<file path="src/rtl/mem_port_arbiter.sv">
// mem_port_arbiter
// Shares one memory port between 2**CONTROL requesters using round-robin
// arbitration. One transaction is in flight at a time: the winner's request
// is latched, presented to memory over a valid/ready handshake, and the
// completion is routed back to the owning requester as a one-cycle strobe.

module mem_port_arbiter #(
    parameter int CONTROL    = 1,
    parameter int ADDR_WIDTH = 32,
    parameter int DATA_WIDTH = 128
) (
    input  logic                      clk,
    input  logic                      rst_n,

    // requester side
    input  logic [(2**CONTROL)-1:0]   req_valid,
    input  logic [ADDR_WIDTH-1:0]     req_addr  [2**CONTROL],
    input  logic [(2**CONTROL)-1:0]   req_write,
    input  logic [DATA_WIDTH-1:0]     req_wdata [2**CONTROL],
    output logic [(2**CONTROL)-1:0]   req_ready,
    output logic [(2**CONTROL)-1:0]   resp_valid,
    output logic [DATA_WIDTH-1:0]     resp_data,

    // memory side
    output logic                      mem_req_valid,
    input  logic                      mem_req_ready,
    output logic [ADDR_WIDTH-1:0]     mem_req_addr,
    output logic                      mem_req_write,
    output logic [DATA_WIDTH-1:0]     mem_req_wdata,
    input  logic                      mem_resp_valid,
    input  logic [DATA_WIDTH-1:0]     mem_resp_data,

    // status
    output logic                      busy,
    output logic [CONTROL-1:0]        owner
);

    localparam int N = 2**CONTROL;

    // Transaction state encoding.
    localparam logic [1:0] ST_IDLE  = 2'd0;
    localparam logic [1:0] ST_ISSUE = 2'd1;
    localparam logic [1:0] ST_WAIT  = 2'd2;

    logic [1:0]         state;
    logic [CONTROL-1:0] last_grant;
    logic [CONTROL-1:0] grant_idx;
    logic               grant_found;
    logic               grant_fire;
    logic [N-1:0]       owner_onehot;

    // Round-robin search starting just after the last winner; the last
    // winner itself is examined last, so it has the lowest priority.
    always_comb begin
        // NOTE: every always_comb output gets a default before any branch so
        // no path leaves it unassigned, which would infer a latch.
        grant_found = 1'b0;
        grant_idx   = last_grant;
        for (int i = 1; i <= N; i++) begin
            logic [CONTROL-1:0] cand;
            cand = last_grant + CONTROL'(i);
            if (!grant_found && req_valid[cand]) begin
                grant_found = 1'b1;
                grant_idx   = cand;
            end
        end
    end

    // A grant happens only while idle; the accept strobe is combinational so
    // the requester sees it in the same cycle it is sampled.
    assign grant_fire = (state == ST_IDLE) && grant_found;

    // One-hot accept strobe for the winner.
    always_comb begin
        req_ready = '0;
        if (grant_fire) begin
            req_ready[grant_idx] = 1'b1;
        end
    end

    // One-hot decode of the owning requester, used to steer the response.
    always_comb begin
        owner_onehot        = '0;
        owner_onehot[owner] = 1'b1;
    end

    assign mem_req_valid = (state == ST_ISSUE);
    assign busy          = (state != ST_IDLE);

    // Transaction sequencer and round-robin pointer.
    always_ff @(posedge clk) begin
        // NOTE: sequential state uses non-blocking assignments so every
        // register samples pre-edge values regardless of statement order.
        if (!rst_n) begin
            state      <= ST_IDLE;
            last_grant <= '1;
            owner      <= '0;
        end else begin
            case (state)
                ST_IDLE: begin
                    if (grant_found) begin
                        state      <= ST_ISSUE;
                        last_grant <= grant_idx;
                        owner      <= grant_idx;
                    end
                end
                ST_ISSUE: begin
                    if (mem_req_ready) begin
                        state <= ST_WAIT;
                    end
                end
                ST_WAIT: begin
                    if (mem_resp_valid) begin
                        state <= ST_IDLE;
                    end
                end
                default: state <= ST_IDLE;
            endcase
        end
    end

    // Capture the winner's request fields at grant time; they stay frozen
    // for the whole ISSUE state, so requesters may change req_* afterwards.
    always_ff @(posedge clk) begin
        // NOTE: these are plain datapath registers, not a memory array, so
        // they take a reset value and come up as zero rather than X.
        if (!rst_n) begin
            mem_req_addr  <= '0;
            mem_req_write <= 1'b0;
            mem_req_wdata <= '0;
        end else if (grant_fire) begin
            mem_req_addr  <= req_addr[grant_idx];
            mem_req_write <= req_write[grant_idx];
            mem_req_wdata <= req_wdata[grant_idx];
        end
    end

    // Completion: memory responses count only in WAIT; anything seen in IDLE
    // or ISSUE (including the handshake cycle) is ignored.
    always_ff @(posedge clk) begin
        if (!rst_n) begin
            resp_valid <= '0;
            resp_data  <= '0;
        end else begin
            resp_valid <= '0;
            if (state == ST_WAIT && mem_resp_valid) begin
                resp_valid <= owner_onehot;
                resp_data  <= mem_resp_data;
            end
        end
    end

endmodule

</file>
<file path="config.mk">
export PLATFORM = sky130hd
export DESIGN_NAME = mem_port_arbiter
export DESIGN_NICKNAME = d
export VERILOG_FILES = /design/src/rtl/mem_port_arbiter.sv
export SDC_FILE = /design/constraint.sdc
export NUM_CORES = 1
export LEC_CHECK = 0
export BUFFER_PORTS_ARGS = -buffer_cell sky130_fd_sc_hd__buf_2
export CORE_AREA = 2 2 289 291
export DETAILED_ROUTE_END_ITERATION = 12
export DIE_AREA = 0 0 291 293
export PLACE_DENSITY = 0.36
export SYNTH_ARGS = -nofsm -noshare
export SYNTH_HDL_FRONTEND = slang
export SYNTH_SLANG_ARGS = --single-unit
</file>
<file path="constraint.sdc">
create_clock -name clk -period 4.2 [get_ports clk]
set_clock_uncertainty 0.2 [all_clocks]
set_input_delay 0.63 -clock clk [delete_from_list [all_inputs] [get_ports clk]]
set_output_delay 0.63 -clock clk [all_outputs]
set_load 0.01 [all_outputs]
</file>
==> results of run 1 <==
==> Yosys cell counts, types with 3 or more instances <==
| cell type | count | area share |
|---|---|---|
| buf_4 | 5 | 0.0030 |
| nand2b_1 | 3 | 0.0015 |
| nand2_1 | 257 | 0.076 |
| a21oi_1 | 293 | 0.12 |
| a311oi_1 | 100 | 0.069 |
| clkbuf_1 | 126 | 0.037 |
| a311oi_2 | 61 | 0.072 |
| dfxtp_1 | 295 | 0.47 |
| buf_6 | 9 | 0.0080 |
| buf_2 | 36 | 0.014 |
| nand3_1 | 161 | 0.063 |
| buf_1 | 11 | 0.0033 |
| o21ai_0 | 161 | 0.063 |
==> through the flow <==
| stage | setup slack [ns] | area (sq um) | instances | utilization |
|---|---|---|---|---|
| CTS | 0.8472 | 18730 | 3273 | 0.2289 |
| global placement | 1.043 | 17340 | 3201 | 0.2119 |
| detailed placement | 1.041 | 17340 | 3201 | 0.2119 |
| finish | 0.9113 | 18770 | 3286 | 0.2293 |
| global route | 0.7565 | 18760 | 3285 | 0.2292 |
| floorplan | 1.891 | 12700 | 1536 | - |
==> logic make-up (layout without fill, tap and decap cells) <==
group                  after synthesis  count (layout)  share of synthesized area
AO/OA/AOI/OAI                      617             617                     0.3210
buffers and inverters              189             856                    0.06621
flip-flops                         295             295                     0.4650
other                                0              13                          0
AND/OR/NAND/NOR                    435             435                     0.1478
==> layout make-up <==
cell class              instances  area share
multi-input cells            1052      0.3193
flip-flops and latches        295      0.3147
repair buffers                782      0.2180
well taps                    1070     0.07134
clock buffers                  60     0.06381
clock inverters                12     0.01027
diodes                         13    0.001734
inverters                       2   0.0008001
==> layer usage <==
| layer | vias to the layer above | track usage | part of all wire |
|---|---|---|---|
| li1 | 6885 | - | - |
| met1 | 6992 | 0.1756 | 0.40 |
| met2 | 607 | 0.2572 | 0.49 |
| met3 | 111 | 0.05008 | 0.081 |
| met4 | 32 | 0.04752 | 0.023 |
| met5 | - | 0 | 0.0032 |
==> worst register-to-register path, stage by stage (launching register included) <==
cell and delay (ns):
dfxtp_1 0.53, nand2b_4 0.43, buf_4 0.78, nand3_1 0.40, a311oi_1 0.29
==> registers in the layout (all words and copies together) (netlist names) <==
register       cells
mem_req_write      1
last_grant         1
resp_data        128
mem_req_wdata    128
resp_valid         2
owner              1
state              2
mem_req_addr      32
==> path summary, 6_finish.rpt <==
check                                 start                               to  slack [ns]
setup reg to reg    last_grant$_SDFFE_PN1N_  mem_req_wdata[124]$_SDFFE_PN0N_        1.47
hold / removal           mem_resp_data[112]      resp_data[112]$_SDFFE_PN0P_        0.12
hold reg to reg   resp_data[5]$_SDFFE_PN0P_        resp_data[5]$_SDFFE_PN0P_        0.25
setup / recovery    last_grant$_SDFFE_PN1N_                     req_ready[0]        0.91
==> where the power goes <==
part           switching [mW]  internal, mW  leakage, nW  total [mW]
sequential              0.131          3.03         2.42        3.16
combinational            1.02         0.630         4.84        1.65
clock                    1.37          2.27        0.687        3.64
total                    2.52          5.93         7.95        8.45
==> flow_summary.json, run 1 <==
{
  "start_util": 0.1552,
  "regArea_sq_mm": 0.005906,
  "reg2reg_depth": 4,
  "crit_path_max_fanout": 162,
  "wl_per_cell_um": 20.63,
  "finalPower_mw": 8.451,
  "arrival_ns": 2.46,
  "critPathMaxStageDelay_ns": 0.59,
  "clk_latency_ns": 0.55,
  "wirelength_mm": 67.79,
  "io_buffer_count": 751,
  "synthToLayoutAreaGrowth_pct": 47.76,
  "drv_cap": 0,
  "slew_viol_final": 0,
  "synthFlopType": "dfxtp_1",
  "max_freq_mhz": 304.1,
  "crit_family": "buffers and inverters",
  "grt-ovfl-total": 0,
  "die_w_um": 291,
  "final_common_cell": "buf_2",
  "ant_nets": 0,
  "cp.depth": 4,
  "worst_setup_path_start_kind": "flip-flop",
  "p_leak_nw": 7.948,
  "critPathKind": "flip-flop to output port",
  "synth_edf_count": 0,
  "ys_types": 28,
  "viasPerCell": 4.451,
  "io_pins": 752,
  "rsz0062_at_grt": "no",
  "synth-seq-cells": 295,
  "fin_nets": 2629,
  "grt_pass1_vias": 14590,
  "tritoncts": "built",
  "grt_usage": 0.1498,
  "die_area_sq_mm": 0.08526,
  "clkTransAtPathRegs_ns": 0.06,
  "synth_async_sr_flop_share": 0,
  "grt_max_degree": 163,
  "fillers": 9288,
  "cp.required_ns": 3.37,
  "netlist_area_sq_mm": 0.01270,
  "power_density_mw_per_mm2": 450.4,
  "syn_avg_cell_area_sq_um": 8.268,
  "multi_input_area_sq_mm": 0.005992,
  "fp.dieH_um": 293,
  "end_kind": "output port",
  "setup_violations": 0,
  "antenna_found_initial": 29,
  "cts_buffers": 40,
  "hp-class": "primary input to flip-flop",
  "finalHoldViolCount": 0,
  "first_pass_iters": 6,
  "cts-root-buf": "clkbuf_16",
  "cts_max_path_buffers": 3,
  "clock_sinks": 295,
  "ys_warn_count": 0,
  "worstPathCellList": "nand2b_4 -> buf_12 -> and4_1 -> buf_2",
  "via_count": 14630,
  "tightest_slew_ns": 1.160,
  "outcome": "finished clean",
  "netlist_instances": 1536,
  "final_cell_mix": "buf_2, dfxtp_1, a21oi_1, nand2_1",
  "drt_iter0_drc": 590,
  "finalCriticalPeriod_ns": 3.289,
  "postCtsSetupBuffers": 0,
  "gp_congestion": 0.8500,
  "ir_drop_v": 0.0002004,
  "holdWs_ns": 0.1215,
  "yosysSeqAreaShare": 0.4650,
  "hpwl_mm": 47.12,
  "cts_hold_buf": 0,
  "cts_resized": 0,
  "fin_crit_sh": 0.7830,
  "min_delay_path_depth": 3,
  "coreArea_sq_mm": 0.08185,
  "htreeDepth": 2,
  "post-route-drc-count": 0,
  "critical_path_buf_inv_count": 2,
  "critPathSlowestCell": "buf_12",
  "rows": 105,
  "maxSlewHeadroom": 0.2266,
  "tns_ns": 0,
  "grt_pass1_wl_mm": 98.12,
  "synth_fp_nets": 1992,
  "drive_gt1_frac": 0.4153
}
Power figures use the tool's default switching activity.
==> inputs of run 2 (changes only) <==
- clock period: 4.2 -> 3.2 ns (I/O delays scaled with it)
==> run 2 against run 1 <==
Flip-flop and latch count stayed put. Non-clock buffer count is 391 higher. Global-route usage is 0.67 points higher. Critical endpoint is now mem_req_wdata[35]$_SDFFE_PN0N_. Register-to-register slack worse by 1.2 ns. Worst setup slack worse by 0.59 ns. Die area stayed put.
==> flow_summary.json, run 2 (synthesis gave the netlist of run 1 again) <==
{
  "drv_cap": 0,
  "clock_sinks": 295,
  "ant_nets": 0,
  "use_met3": 0.04160,
  "drive_gt1_frac": 0.3588,
  "arrival_ns": 3.18,
  "max_freq_mhz": 346.9,
  "setup_violations": 0,
  "met2_usage": 0.2695,
  "fin_crit_sh": 0.9009,
  "rsz0062_at_grt": "no",
  "synthToLayoutAreaGrowth_pct": 79.39,
  "finalHoldViolCount": 0,
  "power_density_mw_per_mm2": 508.7,
  "fin_cells": 3677,
  "grt_use_met1": 0.1844,
  "io_pins": 752,
  "clk_latency_ns": 0.56,
  "top_regs": "mem_req_wdata (128), resp_data (128), mem_req_addr (32)",
  "p_leak_nw": 9.789,
  "cts_hold_buf": 376,
  "viasPerCell": 4.420,
  "tightest_slew_ns": 1.034,
  "maxSlewHeadroom": 0.3108,
  "rows": 105,
  "grt_pass1_vias": 16690,
  "wl_per_cell_um": 19.32,
  "final_common_cell": "buf_2",
  "via_count": 16250,
  "coreArea_sq_mm": 0.08185,
  "cp.required_ns": 3.50,
  "finalCriticalPeriod_ns": 2.883,
  "worst_setup_path_start_kind": "flip-flop",
  "p_sw_mw": 3.516,
  "fin_nets": 3021,
  "first_pass_iters": 5,
  "tns_ns": 0,
  "gp_congestion": 0.8286,
  "end_kind": "flip-flop",
  "cts_resized": 0,
  "drt_iter0_drc": 788,
  "p_comb_frac": 0.239,
  "critPathKind": "flip-flop to flip-flop",
  "pwr-share-seq": 0.358,
  "antenna_found_initial": 22,
  "post-place-cells": 3216,
  "busiest_layer": "met2",
  "grt_pass1_wl_mm": 103.5,
  "fp.dieH_um": 293,
  "min_delay_path_depth": 3,
  "wirelength_mm": 71.03,
  "switching_share": 0.3033,
  "hpwl_mm": 48.95,
  "tritoncts": "built",
  "die_w_um": 291,
  "post-route-drc-count": 0,
  "reg2reg_depth": 5,
  "p_int_mw": 8.074,
  "cts_max_path_buffers": 3,
  "final_cell_mix": "buf_2, dlygate4sd3_1, dfxtp_1, a21oi_1, nand2_1",
  "io_buffer_count": 751,
  "cts-root-buf": "clkbuf_16",
  "outcome": "finished clean",
  "clkPwrFrac": 0.403,
  "slew_viol_final": 0,
  "cts_buffers": 41,
  "grt-ovfl-total": 0,
  "crit_path_max_fanout": 36,
  "start_util": 0.1552,
  "ir_drop_v": 0.0002723,
  "postCtsSetupBuffers": 0,
  "fin_area_sq_mm": 0.02278,
  "hp-class": "primary input to flip-flop",
  "htreeDepth": 2,
  "clkTransAtPathRegs_ns": 0.06,
  "placed_area_sq_mm": 0.01763,
  "rrSetupSlack_ns": 0.32,
  "grt_usage": 0.1566,
  "grt_max_degree": 108,
  "die_area_sq_mm": 0.08526
}
## run 2: stage by stage
step	utilization	setup slack (ns)	hold slack (ns)	total power, mW
after detailed placement	0.2154	0.5560	0.2441	6.511
after floorplan	-	1.191	0.2805	5.379
after global placement	0.2154	0.5726	0.2386	6.500
after global routing	0.2783	0.1465	0.006686	12.16
final	0.2783	0.3170	0.04487	11.59
after CTS	0.2780	0.2187	0.0005462	11.79
## run 2: worst max-delay path, cell delays in order (launching register included)
cell	delay (ns)
dfxtp_1	0.57
nand2b_4	0.49
buf_4	0.49
nand3_1	0.16
a311oi_2	0.30
dlygate4sd3_1	0.59
## run 2: layer usage
| layer | wire, um | share of wire |
|---|---|---|
| met3 | 4804 | 0.068 |
| met5 | 105 | 0.0015 |
| met2 | 34250 | 0.48 |
| met4 | 2590 | 0.036 |
| met1 | 29280 | 0.41 |
## run 2: final cells by class
type	instances	area [sq um]
Timing Repair Buffer	1173	8143
Tap cell	1070	1339
Antenna cell	12	30.03
Inverter	2	15.01
Clock buffer	55	1129
Sequential cell	295	5906
Fill cell	8956	59070
Clock inverter	18	229.0
Multi-Input combinational cell	1052	5992
## run 2: path summary, 6_finish.rpt
path,startpoint,end
worst min register to register,resp_data[56]$_SDFFE_PN0P_,resp_data[56]$_SDFFE_PN0P_
worst min-delay path,req_wdata[124],mem_req_wdata[124]$_SDFFE_PN0N_
worst max register to register,last_grant$_SDFFE_PN1N_,mem_req_wdata[35]$_SDFFE_PN0N_
worst max-delay path,last_grant$_SDFFE_PN1N_,mem_req_wdata[35]$_SDFFE_PN0N_
## run 2: power by group through the flow
stage                     sequential (mW)  clock [mW]  combinational (mW)
after CTS                            4.15        4.86                2.79
after floorplan                      4.33           0                1.05
after detailed placement             4.22           0                2.29
final                                4.15        4.67                2.77
after global placement               4.22           0                2.28
after global routing                 4.18        4.99                2.99
==> inputs of run 3 (changes only) <==
- PLACE_DENSITY: 0.36 -> default
==> run 3 against run 2 <==
Utilization down 1.5 points. Flip-flop and latch count did not move. Clock power down 14%.
==> flow_summary.json, run 3 (synthesis gave the netlist of run 1 again) <==
{
  "post-place-cells": 3217,
  "fp.dieH_um": 293,
  "reg2reg_depth": 6,
  "cts_buffers": 35,
  "drive_gt1_frac": 0.3692,
  "pwr-share-seq": 0.387,
  "tritoncts": "built",
  "setup_violations": 0,
  "viasPerCell": 4.474,
  "grt-ovfl-total": 0,
  "wl_per_cell_um": 17.54,
  "post-route-drc-count": 0,
  "p_comb_frac": 0.237,
  "via_count": 15950,
  "rsz0062_at_grt": "no",
  "io_pins": 752,
  "fin_nets": 2923,
  "finalCriticalPeriod_ns": 2.770,
  "tightest_slew_ns": 0.6845,
  "crit_path_end": "req_ready[0]",
  "fin_util": 0.2636,
  "wirelength_mm": 62.50,
  "reg2reg_to": "mem_req_wdata[4]$_SDFFE_PN0N_",
  "max_freq_mhz": 361.0,
  "arrival_ns": 2.09,
  "coreArea_sq_mm": 0.08185,
  "r2r-start": "state[1]$_SDFFE_PN0P_",
  "p_leak_nw": 9.214,
  "power_density_mw_per_mm2": 496.5,
  "finalHoldViolCount": 0,
  "start_util": 0.1552,
  "first_pass_iters": 5,
  "drv_cap": 0,
  "die_w_um": 291,
  "cp.required_ns": 2.52,
  "worst_setup_path_start_kind": "flip-flop",
  "fin_crit_sh": 0.8656,
  "fillers": 8779,
  "top_regs": "mem_req_wdata (128), resp_data (128), mem_req_addr (32)",
  "holdWs_ns": 0.03498,
  "ir_drop_v": 0.0002951,
  "cp-startpoint": "state[1]$_SDFFE_PN0P_",
  "rrSetupSlack_ns": 0.50,
  "synthToLayoutAreaGrowth_pct": 69.86,
  "grt_pass1_vias": 15960,
  "ant_nets": 0,
  "clkTransAtPathRegs_ns": 0.06,
  "hpwl_mm": 42.65,
  "cts_max_path_buffers": 3,
  "cts-root-buf": "clkbuf_16",
  "final_common_cell": "buf_2",
  "die_area_sq_mm": 0.08526,
  "tns_ns": 0,
  "clk_latency_ns": 0.54,
  "crit_path_max_fanout": 11,
  "slew_viol_final": 0,
  "p_sw_mw": 3.208,
  "hp-class": "primary input to flip-flop",
  "gp_congestion": 0.8448,
  "critPathKind": "flip-flop to output port",
  "p_int_mw": 7.502,
  "final_cell_mix": "buf_2, dfxtp_1, a21oi_1, dlygate4sd3_1, nand2_1",
  "grt_pass1_wl_mm": 93.20,
  "clock_sinks": 295,
  "rows": 105,
  "htreeDepth": 2,
  "io_buffer_count": 751,
  "outcome": "finished clean",
  "cts_resized": 0,
  "fin_cells": 3564,
  "grt_usage": 0.1379,
  "clkPwrFrac": 0.376,
  "grt_max_degree": 95,
  "drt_iter0_drc": 799,
  "antenna_found_initial": 11,
  "end_kind": "output port",
  "switching_share": 0.2995,
  "maxSlewHeadroom": 0.5437
}
## run 3: cell types whose count changed in the layout (fill, tap and decap cells not counted), sizes merged
cell         change
dlygate4sd3     -93
clkbuf           -8
diode            -7
clkinv           -2
clkinvlp         -2
buf              +1
bufinv           -1
inv              -1
## run 3: critical path, cell delays in order (launching register included)
cell	delay, ns
dfxtp_1	0.36
nor2_4	0.48
and4_1	0.49
buf_2	0.20
## run 3: area by class of cell
cell class	count	area (sq um)	share of cell area
Tap cell	1070	1339	0.06206
Multi-Input combinational cell	1052	5992	0.2778
Clock buffer	47	972.2	0.04507
Antenna cell	5	12.51	0.0005800
Inverter	2	15.01	0.0006960
Sequential cell	295	5906	0.2738
Clock inverter	12	153.9	0.007134
Timing Repair Buffer	1081	7182	0.3329
## run 3: what timing repair did
| action | in CTS | in global routing |
|---|---|---|
| endpoints found under the hold margin | 228 | 0 |
| buffers inserted | 0 | 0 |
| hold buffers | 283 | 0 |
## run 3: how the worst min path moves through the flow
stage / cells after the start / slack [ns] / from / to
after CTS: 3 / 0.0001 / req_wdata[131] / mem_req_wdata[3]$_SDFFE_PN0N_
after floorplan: 2 / 0.28 / resp_data[0]$_SDFFE_PN0P_ / resp_data[0]$_SDFFE_PN0P_
after global placement: 2 / 0.24 / resp_data[102]$_SDFFE_PN0P_ / resp_data[102]$_SDFFE_PN0P_
after detailed placement: 2 / 0.24 / resp_data[103]$_SDFFE_PN0P_ / resp_data[103]$_SDFFE_PN0P_
final: 3 / 0.03 / req_addr[36] / mem_req_addr[4]$_SDFFE_PN0N_
after global routing: 3 / 0.007 / req_wdata[76] / mem_req_wdata[76]$_SDFFE_PN0N_
## run 3: routing by layer
layer	share of wire	vias to the layer above	global-route usage
met5	0.00078	-	0
met4	0.047	8	0.06685
met3	0.087	166	0.04002
met2	0.48	849	0.2361
met1	0.39	7466	0.1572
li1	-	7457	-
## run 3: power groups by stage
stage	Combinational, mW	Sequential (mW)	Clock (mW)
after CTS	2.52	4.14	4.17
after global routing	2.74	4.17	4.29
after global placement	2.18	4.21	0
after detailed placement	2.18	4.21	0
final	2.54	4.14	4.03
after floorplan	1.05	4.33	0
## run 3: stage by stage
step,power (mW),cell area [sq um],setup slack [ns]
4_1_cts,10.83,21560,0.3560
5_1_grt,11.20,21570,0.3076
6_report,10.71,21570,0.4302
3_5_place_dp,6.392,17600,0.8741
3_3_place_gp,6.383,17600,0.8664
2_1_floorplan,5.379,12700,1.191
